### config.mk
export PLATFORM = sky130hd
export DESIGN_NAME = gbar_sync_unit
export DESIGN_NICKNAME = d
export VERILOG_FILES = /design/src/rtl/gbar_sync_unit_pkg.sv /design/src/rtl/gbar_rr_arbiter.sv /design/src/rtl/gbar_sync_unit.sv
export SDC_FILE = /design/constraint.sdc
export NUM_CORES = 1
export LEC_CHECK = 0
export CORE_ASPECT_RATIO = 0.6
export CORE_MARGIN = 2
export CORE_UTILIZATION = 50
export CTS_CLUSTER_SIZE = 24
export DETAILED_ROUTE_END_ITERATION = 8
export PLACE_DENSITY = 0.74
export REMOVE_ABC_BUFFERS = 1
export SKIP_LAST_GASP = 1
export SLEW_MARGIN = 20
export SYNTH_ARGS = -nofsm -noshare
export SYNTH_HDL_FRONTEND = slang
export SYNTH_SLANG_ARGS = --single-unit
### constraint.sdc
create_clock -name clk -period 11.71 [get_ports clk]
set_clock_uncertainty 0.2 [all_clocks]
set_input_delay 1.171 -clock clk [delete_from_list [all_inputs] [get_ports clk]]
set_output_delay 1.171 -clock clk [all_outputs]
set_load 0.05 [all_outputs]
### src/rtl/gbar_sync_unit_pkg.sv
// Shared types and width helpers for the global-barrier sync unit.
package gbar_sync_unit_pkg;

    function automatic int gbar_width(input int n);
        return (n <= 2) ? 1 : $clog2(n);
    endfunction

    localparam int GBAR_NUM_CORES    = 4;
    localparam int GBAR_NUM_BARRIERS = 8;
    localparam int GBAR_NC_WIDTH     = gbar_width(GBAR_NUM_CORES);
    localparam int GBAR_NB_WIDTH     = gbar_width(GBAR_NUM_BARRIERS);

    typedef struct packed {
        logic [GBAR_NB_WIDTH-1:0] id;
        logic [GBAR_NC_WIDTH-1:0] size_m1;
        logic [GBAR_NC_WIDTH-1:0] core_id;
    } gbar_req_t;

    typedef struct packed {
        logic [GBAR_NB_WIDTH-1:0] id;
    } gbar_rsp_t;

endpackage

### src/rtl/gbar_rr_arbiter.sv
// N-input round-robin arbiter: one-hot grant plus index, priority pointer
// advances past the last granted requester.
module gbar_rr_arbiter #(
    parameter int N = 4,
    parameter int W = (N <= 2) ? 1 : $clog2(N)
) (
    input  logic         clk,
    input  logic         reset,
    input  logic [N-1:0] req,
    output logic [N-1:0] grant,
    output logic [W-1:0] grant_idx,
    output logic         grant_valid
);

    logic [W-1:0] ptr;
    logic [W-1:0] k;

    always_comb begin
        grant       = '0;
        grant_idx   = '0;
        grant_valid = 1'b0;
        k           = '0;
        for (int i = 0; i < N; i++) begin
            k = W'((int'(ptr) + i) % N);
            if (!grant_valid && req[k]) begin
                grant_valid = 1'b1;
                grant[k]    = 1'b1;
                grant_idx   = k;
            end
        end
    end

    always_ff @(posedge clk) begin
        if (reset) begin
            ptr <= '0;
        end else if (grant_valid) begin
            ptr <= (int'(grant_idx) == N - 1) ? '0 : grant_idx + 1'b1;
        end
    end

endmodule

### src/rtl/gbar_sync_unit.sv
// Cluster-level global-barrier responder: counts per-barrier arrivals and
// broadcasts a one-cycle release when the last participant arrives.
module gbar_sync_unit
    import gbar_sync_unit_pkg::*;
#(
    parameter int NUM_CORES    = 4,
    parameter int NUM_BARRIERS = 8,
    parameter int NC_WIDTH     = gbar_width(NUM_CORES),
    parameter int NB_WIDTH     = gbar_width(NUM_BARRIERS)
) (
    input  logic                          clk,
    input  logic                          reset,
    input  logic [NUM_CORES-1:0]          req_valid,
    input  logic [NUM_CORES*NB_WIDTH-1:0] req_id,
    input  logic [NUM_CORES*NC_WIDTH-1:0] req_size_m1,
    input  logic [NUM_CORES*NC_WIDTH-1:0] req_core_id,
    output logic [NUM_CORES-1:0]          req_ready,
    output logic                          rsp_valid,
    output logic [NB_WIDTH-1:0]           rsp_id,
    output logic                          busy,
    output logic                          err
);

    localparam logic [NC_WIDTH:0] ONE = 1;

    logic [NB_WIDTH-1:0]  id_a   [NUM_CORES];
    logic [NC_WIDTH-1:0]  size_a [NUM_CORES];
    logic [NC_WIDTH-1:0]  cid_a  [NUM_CORES];

    for (genvar g = 0; g < NUM_CORES; g++) begin : g_unpack
        assign id_a[g]   = req_id[g*NB_WIDTH +: NB_WIDTH];
        assign size_a[g] = req_size_m1[g*NC_WIDTH +: NC_WIDTH];
        assign cid_a[g]  = req_core_id[g*NC_WIDTH +: NC_WIDTH];
    end

    logic [NC_WIDTH-1:0] gidx;
    logic                gvalid;

    gbar_rr_arbiter #(
        .N (NUM_CORES),
        .W (NC_WIDTH)
    ) u_arb (
        .clk         (clk),
        .reset       (reset),
        .req         (req_valid),
        .grant       (req_ready),
        .grant_idx   (gidx),
        .grant_valid (gvalid)
    );

    logic [NUM_CORES-1:0] mask  [NUM_BARRIERS];
    logic [NC_WIDTH:0]    count [NUM_BARRIERS];
    logic [NC_WIDTH-1:0]  size  [NUM_BARRIERS];

    logic [NB_WIDTH-1:0]  sel_id;
    logic [NC_WIDTH-1:0]  sel_size;
    logic [NC_WIDTH-1:0]  eff_size;
    logic [NC_WIDTH:0]    new_count;
    logic                 first, dup, complete, size_err, cid_err, any_count;

    always_comb begin
        sel_id    = id_a[gidx];
        sel_size  = size_a[gidx];
        first     = (count[sel_id] == '0);
        dup       = mask[sel_id][gidx];
        // The first arrival defines the barrier size; later ones must agree.
        eff_size  = first ? sel_size : size[sel_id];
        new_count = count[sel_id] + ONE;
        complete  = gvalid && !dup && (new_count == ({1'b0, eff_size} + ONE));
        size_err  = !first && (sel_size != size[sel_id]);
        cid_err   = (cid_a[gidx] != gidx);
        any_count = 1'b0;
        for (int b = 0; b < NUM_BARRIERS; b++) begin
            any_count = any_count | (count[b] != '0);
        end
    end

    always_ff @(posedge clk) begin
        if (reset) begin
            for (int b = 0; b < NUM_BARRIERS; b++) begin
                mask[b]  <= '0;
                count[b] <= '0;
                size[b]  <= '0;
            end
            rsp_valid <= 1'b0;
            rsp_id    <= '0;
            busy      <= 1'b0;
            err       <= 1'b0;
        end else begin
            rsp_valid <= complete;
            busy      <= any_count;
            if (complete) begin
                rsp_id <= sel_id;
            end
            if (gvalid && (dup || size_err || cid_err)) begin
                err <= 1'b1;
            end
            // Completing fire clears the entry so the next cycle starts a new epoch.
            if (gvalid && !dup) begin
                if (complete) begin
                    mask[sel_id]  <= '0;
                    count[sel_id] <= '0;
                    size[sel_id]  <= '0;
                end else begin
                    mask[sel_id][gidx] <= 1'b1;
                    count[sel_id]      <= new_count;
                    if (first) begin
                        size[sel_id] <= sel_size;
                    end
                end
            end
        end
    end

endmodule
# After elaboration in Yosys (flattened, before gate mapping)
# Memories as Yosys holds them, arrays and structs flattened.
# Cells that the tools add are included.
word_totals:
  register_bits: 8
  mem_bits_rw: 72
  in_bits: 34
  out_inout_bits: 10
  elab_cells: 151
  mem_count: 3
classes:
  add_sub_neg: 6
  n_lt_le_gt_ge: 11
  n_eq_ne: 4
  n_mux: 74
  n_bitwise: 17
  n_reduce_logical: 31
mem_list:
  columns: ["memory", "depth", "word_bits", "rd", "rd_ports_with_merged_regs", "write_ports", "line", "source"]
  rows:
  - ["mask", 8, 4, 1, 0, 8, "gbar_sync_unit.sv:51", "logic [NUM_CORES-1:0] mask [NUM_BARRIERS];"]
  - ["count", 8, 3, 9, 0, 8, "gbar_sync_unit.sv:52", "logic [NC_WIDTH:0] count [NUM_BARRIERS];"]
  - ["size", 8, 2, 1, 0, 8, "gbar_sync_unit.sv:53", "logic [NC_WIDTH-1:0] size [NUM_BARRIERS];"]
op_table:
  columns: ["cell", "count"]
  rows:
  - ["$mux 1", 35]
  - ["$mux 4", 7]
  - ["$mux 2", 12]
  - ["$reduce_bool 3->1", 8]
  - ["$mux 3", 7]
  - ["$lt 2x3->1 const B", 5]
  - ["$or 1x1->1", 13]
  - ["$logic_and 1x1->1", 12]
  - ["$or 4x4->4", 3]
  - ["$bmux 1 s2", 5]
  - ["$demux 1 s2", 5]
  - ["$ge 2x1->1 const B", 5]
  - ["$bmux 2 s2", 2]
  - ["$bmux 3 s2", 1]
  - ["$logic_not 1->1", 5]
  - ["$add 2x1->2 const B", 2]
  - ["$add 2x2->2 const B", 2]
  - ["$ne 2x2->1", 2]
  - ["$reduce_or 4->1", 1]
  - ["$add 2x1->3 const B", 1]
  - ["$add 3x1->3 const B", 1]
  - ["$eq 3x3->1", 1]
  - ["$ge 3x3->1 const B", 1]
  - ["$logic_not 3->1", 1]
  - ["other kinds (5)", 6]

# Logic depth before layout (Yosys ltp)
# Gate-level depths: netlist of run 1.
# An unclocked memory read counts as a cell.
logic_depth:
  depth_word: 29
  mapped_depth: 32
  mapped_depth_nobuf: 26

# By module
# Synthesis of run 1 repeated with hierarchy kept, for this count alone.
unflattened:
  cells_unflattened: 460
  area_unflattened_um2: 4974.8
modules_own_cells:
  columns: ["mod", "n_inst", "cells_each", "area_per_inst_um2", "seq_area_each_um2"]
  rows:
  - ["gbar_sync_unit", 1, 406, 4463.0, 2282.2]
  - ["gbar_rr_arbiter", 1, 54, 511.7, 40.0]

# Least setup slack after synthesis of run 1
# Ideal clock, no wire load.
synth_timing:
  path_kind: "input to register"
  from: "input req_valid[2]"
  to: "memory mask[6][1], enable pin"
  setup_time_ns: 0.306
  t_arrival_ns: 5.963
  required_ns: 11.204
  setup_slack_ns: 5.240
  path_stages: 28
  path_buffers: 7
  path_cell_list: "buf_2 -> mux4_2 -> nand2b_4 -> a41oi_1 -> o21a_1 -> a32o_2 -> buf_6 -> buf_6 -> clkbuf_1 -> clkbuf_1 -> nand3_1 -> o21ai_0 -> a21oi_1 -> o21a_1 -> inv_1 -> ha_1 -> inv_1 -> a31oi_1 -> nand2_1 -> o21ai_0 -> ha_1 -> xnor2_1 -> nand2b_1 -> mux2i_1 -> a21o_2 -> buf_6 -> buf_6 -> a2bb2oi_1"
synth_lines:
  columns: ["element", "line", "source"]
  rows:
  - ["from (decl)", "gbar_sync_unit.sv:13", "input logic [NUM_CORES-1:0] req_valid,"]
  - ["to (decl)", "gbar_sync_unit.sv:51", null]

==> flow_metrics.env, run 1 <==
export IMPL_min_from="rsp_id[1]"
export IMPL_endpoint_kind="register"
export IMPL_grt_max_degree=73
export IMPL_rows=30
export IMPL_htree_levels=3
export IMPL_critPathKind="register to register"
export IMPL_drc=0
export IMPL_maxCapViolations=0
export IMPL_core_area_sq_mm=0.01152
export IMPL_layout_common_cells="72 x edfxtp_1, 62 x nand2_1, 50 x nor4_2"
export IMPL_clock_path_buffers=2
export IMPL_cts_made_buffers=9
export IMPL_synth_warnings=0
export IMPL_min_to="rsp_id[1]"
export IMPL_ys_ff_latch=80
export IMPL_hold_class="register to register"
export IMPL_initial_core_util=0.5228
export IMPL_grt_overflow=0
export IMPL_dr_pass1_iters=5
export IMPL_clkLatencyLatePin_ns=0.35
export IMPL_cts_root_buf="clkbuf_16"
export IMPL_wl_per_cell_um=25.91
export IMPL_final_common_cell="edfxtp_1"
export IMPL_period_needed_ns=8.936
export IMPL_grtUsageTotal=0.3002
export IMPL_async_flop_share=0
export IMPL_drive_gt1_frac=0.1983
export IMPL_fin_tns_setup_ns=0
export IMPL_yosysTopAreaCellShare=0.3589
export IMPL_yosys_area_top_type="edfxtp_1"
export IMPL_antenna_found_initial=4
export IMPL_fin_crit_sh=0.7631
export IMPL_die_width_um=145.7
export IMPL_critical_path_required_ns=11.55
export IMPL_path_clk_slew_ns=0.06
export IMPL_die_y_um=89.03
export IMPL_cp_start_kind="register"
export IMPL_outcome="finished, final reports clean"
export IMPL_cts_num_sinks=80
export IMPL_grt_pass1_wl_mm=28.80
export IMPL_syn_area_per_cell_sq_um=10.63
export IMPL_cts_tree="yes"
export IMPL_ctsResizeCount=0
export IMPL_max_freq_ghz=0.1119
export IMPL_final_nets=616
export IMPL_die_area_sq_mm=0.01297
export IMPL_synth_edf_count=72
export IMPL_numPortBuffers=43
export IMPL_rsz0062_at_grt="no"
export IMPL_worst_slew_pin_slew_ns=1.131
export IMPL_synth_cells=567
export IMPL_r2r_start="u_arb.ptr[0]"
export IMPL_critPathMaxFanout=68
export IMPL_hold_violations=0
export IMPL_rrSetupSlack_ns=2.77
export IMPL_synth_area_leaders="edfxtp_1 36%, nor4_2 10%, a2bb2oi_1 4.8%"
export IMPL_relSlewSlack=0.2463
export IMPL_place_congestion=0.9835
export IMPL_ioPinCount=44
export IMPL_rr_endpoint="mask[7][2]"
export IMPL_synth_area_sq_mm=0.006025
export IMPL_wl_mm=19.15
export IMPL_startpoint="u_arb.ptr[0]"
export IMPL_dp_hpwl_mm=13.31
export IMPL_hold_depth=2
export IMPL_antenna_left=0
export IMPL_synth_cell_types=75
export IMPL_setup_violations=0
export IMPL_via_count=5252
export IMPL_cp_data_arrival_time_ns=8.78
export IMPL_ctsHoldBuffers=0
export IMPL_grt_pass1_vias=4721
export IMPL_cts_setup_buffers=0
export IMPL_synthFlopType="edfxtp_1"
export IMPL_area_growth_synth_to_final_pct=11.46
export IMPL_drt_initial_drc_count=721
export IMPL_drv_slew=0
export IMPL_ys_seq_area_frac=0.3855
export IMPL_reg2regPathDepth=24
export IMPL_via_per_inst=7.107
-- area by class of cell --
| cell class | instances | area (sq um) |
|---|---|---|
| clock buffers | 12 | 246.5 |
| diodes | 4 | 10.01 |
| multi-input cells | 414 | 3329 |
| flip-flops and latches | 80 | 2322 |
| inverters | 17 | 63.81 |
| repair buffers | 49 | 475.5 |
| fillers | 969 | 4808 |
| well taps | 160 | 200.2 |
| clock inverters | 3 | 67.56 |
-- how the worst max path moves through the flow --
stage                     cells past startpoint         end  slack (ns)
after floorplan                              20  mask[0][0]        3.82
after global routing                         24  mask[4][2]        2.28
after detailed placement                     22  mask[1][2]        2.86
after CTS                                    24  mask[1][2]        3.08
final                                        24  mask[7][2]        2.77
after global placement                       21  mask[3][3]        3.12
-- per-stage QoR --
step                      cells  instance area (sq um)  setup slack (ns)  utilization  hold WS, ns
after floorplan             511                   5702             3.815            -       0.3297
after global placement      720                   6391             3.124       0.5546       0.2457
after detailed placement    720                   6391             2.857       0.5546       0.2537
after CTS                   735                   6705             3.077       0.5819       0.2624
after global routing        739                   6715             2.284       0.5827       0.3039
final                       739                   6715             2.774       0.5827       0.2591
-- synthesized netlist by cell type (4+ instances only) --
master	n
buf_1	6
a2bb2oi_1	33
mux2_2	4
buf_2	21
mux2i_1	23
a21oi_2	4
a21oi_1	11
and2_1	7
nor2_1	12
o21ai_0	13
nor3_1	6
o211ai_1	10
a22oi_1	13
dfxtp_1	8
a31o_2	8
nor4_1	21
nor2b_1	6
nand3_1	12
ha_1	11
nor3_2	9
mux4_2	4
nand2b_1	10
clkbuf_1	17
o22ai_1	6
nand2_1	62
edfxtp_1	72
inv_1	16
nor4_2	50
buf_6	11
a31oi_1	8
xor2_1	4
-- flip-flops by register name (all words and copies together), names as in the netlist --
signal,count
rsp_valid,1
u_arb.ptr,2
size,16
rsp_id,3
err,1
mask,32
count,24
busy,1
-- worst max-delay path, stage by stage (launching register included) --
cell and delay [ns]:
dfxtp_1 0.32, buf_4 0.31, inv_1 0.27, ha_1 0.65
mux4_2 0.74, a21oi_1 0.18, nor2b_1 0.12, a21o_1 0.37
o2111a_2 0.44, a2bb2oi_1 0.56, nand2b_1 0.63, o21a_1 0.21
inv_1 0.05, ha_1 0.16, inv_1 0.09, a31oi_1 0.10
nand2_1 0.44, o21ai_0 0.22, ha_1 0.33, xnor2_1 0.21
nand2b_1 0.08, mux2i_1 0.27, a21o_4 0.79, buf_4 0.55
a2bb2oi_1 0.23
-- metal layers --
metal	routed length (um)	GRT usage	part of all wire
met5	0	0.03214	0
met1	8509	0.4348	0.44
met3	2744	0.1209	0.14
met4	345	0.07041	0.018
met2	7549	0.4142	0.39
-- cell families after synthesis --
kind of cell    Yosys count  synth area share
compound gates          151            0.2025
xor+xnor                  7           0.01018
fa+ha+maj                11           0.02284
buf+inv                  73           0.06417
flops                    80            0.3855
mux                      34           0.06625
simple gates            211            0.2486
Power of run 1 is not shown: default switching activity piles up to over one toggle a cycle in this logic, so the estimate is an artifact.
==> run 2: changes to the inputs <==
==> constraint.sdc (replaced) <==
create_clock -name clk -period 9.08 [get_ports clk]
set_clock_uncertainty 0.2 [all_clocks]
set_input_delay 0.908 -clock clk [delete_from_list [all_inputs] [get_ports clk]]
set_output_delay 0.908 -clock clk [all_outputs]
set_load 0.05 [all_outputs]
==> flow_metrics.env, run 2 (synthesis results as in run 1) <==
export IMPL_final_common_cell="edfxtp_1"
export IMPL_critPathKind="register to register"
export IMPL_antenna_left=0
export IMPL_drt_initial_drc_count=724
export IMPL_numPortBuffers=43
export IMPL_dr_pass1_iters=5
export IMPL_ctsResizeCount=0
export IMPL_wl_per_cell_um=24.79
export IMPL_use_met3=0.09592
export IMPL_ctsHoldBuffers=0
export IMPL_endpoint_kind="register"
export IMPL_cts_tree="yes"
export IMPL_drv_slew=0
export IMPL_rrSetupSlack_ns=1.37
export IMPL_final_nets=622
export IMPL_area_growth_synth_to_final_pct=11.92
export IMPL_grt_pass1_vias=4698
export IMPL_via_per_inst=6.960
export IMPL_setup_violations=0
export IMPL_fin_tns_setup_ns=0
export IMPL_grtUsageTotal=0.2915
export IMPL_drive_gt1_frac=0.2079
export IMPL_maxCapViolations=0
export IMPL_antenna_found_initial=0
export IMPL_rsz0062_at_grt="no"
export IMPL_use_met2=0.4112
export IMPL_rows=30
export IMPL_drc=0
export IMPL_dp_hpwl_mm=13.21
export IMPL_outcome="finished, final reports clean"
export IMPL_layout_common_cells="72 x edfxtp_1, 62 x nand2_1, 50 x nor4_2"
export IMPL_largest_reg_flops=32
export IMPL_grt_max_degree=51
export IMPL_hold_violations=0
export IMPL_grt_pass1_wl_mm=28.20
export IMPL_die_y_um=89.03
export IMPL_regMostFlops="mask"
export IMPL_cp_data_arrival_time_ns=7.56
export IMPL_grt_overflow=0
export IMPL_cp_start_kind="register"
export IMPL_die_width_um=145.7
export IMPL_min_to="rsp_id[1]"
export IMPL_ioPinCount=44
export IMPL_initial_core_util=0.5228
export IMPL_cts_setup_buffers=0
export IMPL_n_antenna_cell=0
export IMPL_largest_registers="mask x32, count x24, size x16"
export IMPL_fin_crit_sh=0.8489
export IMPL_clock_path_buffers=2
export IMPL_multi_input_area_sq_mm=0.003329
export IMPL_cts_made_buffers=9
export IMPL_r2r_start="u_arb.ptr[1]"
export IMPL_htree_levels=3
export IMPL_via_count=5164
export IMPL_period_needed_ns=7.708
export IMPL_reg2regPathDepth=26
export IMPL_cts_root_buf="clkbuf_16"
export IMPL_seqCellArea_sq_mm=0.002322
export IMPL_clkLatencyLatePin_ns=0.35
export IMPL_critical_path_required_ns=8.93
export IMPL_rr_endpoint="mask[3][0]"
export IMPL_grt_use_met1=0.4288
export IMPL_critPathMaxFanout=43
export IMPL_path_clk_slew_ns=0.07
export IMPL_wl_mm=18.40
export IMPL_core_area_sq_mm=0.01152
export IMPL_busiest_layer="met1"
export IMPL_die_area_sq_mm=0.01297
export IMPL_min_from="rsp_id[1]"
export IMPL_worst_slew_pin_slew_ns=0.8646
export IMPL_fill_cells=975
export IMPL_max_freq_ghz=0.1297
export IMPL_hold_depth=2
export IMPL_place_congestion=0.9843
export IMPL_relSlewSlack=0.4188
export IMPL_cts_num_sinks=80
export IMPL_hold_class="register to register"
## run 2: cell count changes in the layout (fill, tap and decap cells not counted)
cell and change:
bufinv_16 -1, clkinv_4 +1, buf_12 +1, clkinv_1 +2
inv_6 +2, clkinv_2 +1, diode_2 -4, clkbuf_1 -2
clkinvlp_4 -1, clkbuf_8 -1, buf_4 +5
## run 2: routing by layer
layer / part of all wire / routed length, um
met5: 0 / 0
met4: 0.016 / 292
met3: 0.14 / 2651
met2: 0.40 / 7422
met1: 0.44 / 8031
## run 2: worst max path at each step
stage                             to          from  depth (start not counted)
after global placement    mask[1][0]  req_valid[3]                         21
final                     mask[3][0]  u_arb.ptr[1]                         26
after floorplan           mask[0][0]  u_arb.ptr[0]                         20
after detailed placement  mask[3][0]  req_valid[3]                         21
after CTS                 mask[3][0]  u_arb.ptr[1]                         22
after global routing      mask[6][2]  u_arb.ptr[1]                         23
## run 2: metrics by stage
| step | setup slack (ns) | util | hold WS, ns | cells | area (sq um) |
|---|---|---|---|---|---|
| floorplan | 1.185 | - | 0.3297 | 511 | 5702 |
| global placement | 1.550 | 0.5596 | 0.2439 | 726 | 6449 |
| detailed placement | 1.308 | 0.5596 | 0.2581 | 726 | 6449 |
| CTS | 1.538 | 0.5851 | 0.2666 | 742 | 6743 |
| global route | 0.8819 | 0.5851 | 0.2998 | 742 | 6743 |
| finish | 1.372 | 0.5851 | 0.2634 | 742 | 6743 |
## run 2: critical path, cell delays in order (launching register included)
cell	delay, ns
dfxtp_1	0.62
inv_1	0.15
ha_1	0.52
mux4_2	0.74
a21oi_1	0.18
nor2b_1	0.11
a21o_1	0.34
o2111a_2	0.41
nor2_2	0.46
nand2_1	0.12
a31oi_1	0.17
nor2_1	0.05
a21oi_1	0.14
o21a_1	0.16
inv_1	0.06
ha_1	0.17
inv_1	0.09
a31oi_1	0.10
nand2_1	0.42
o21ai_0	0.18
ha_1	0.32
xnor2_1	0.18
nand2b_1	0.07
mux2i_1	0.28
a21o_4	0.57
buf_12	0.30
a2bb2oi_1	0.23
## run 2: cell type report
cell class,count,area share
Multi-Input combinational cell,414,0.4938
Sequential cell,80,0.3444
Timing Repair Buffer,55,0.07905
Clock buffer,9,0.03340
Tap cell,160,0.02969
Clock inverter,7,0.01021
Inverter,17,0.009464
Power of run 2 is left out for the same reason.
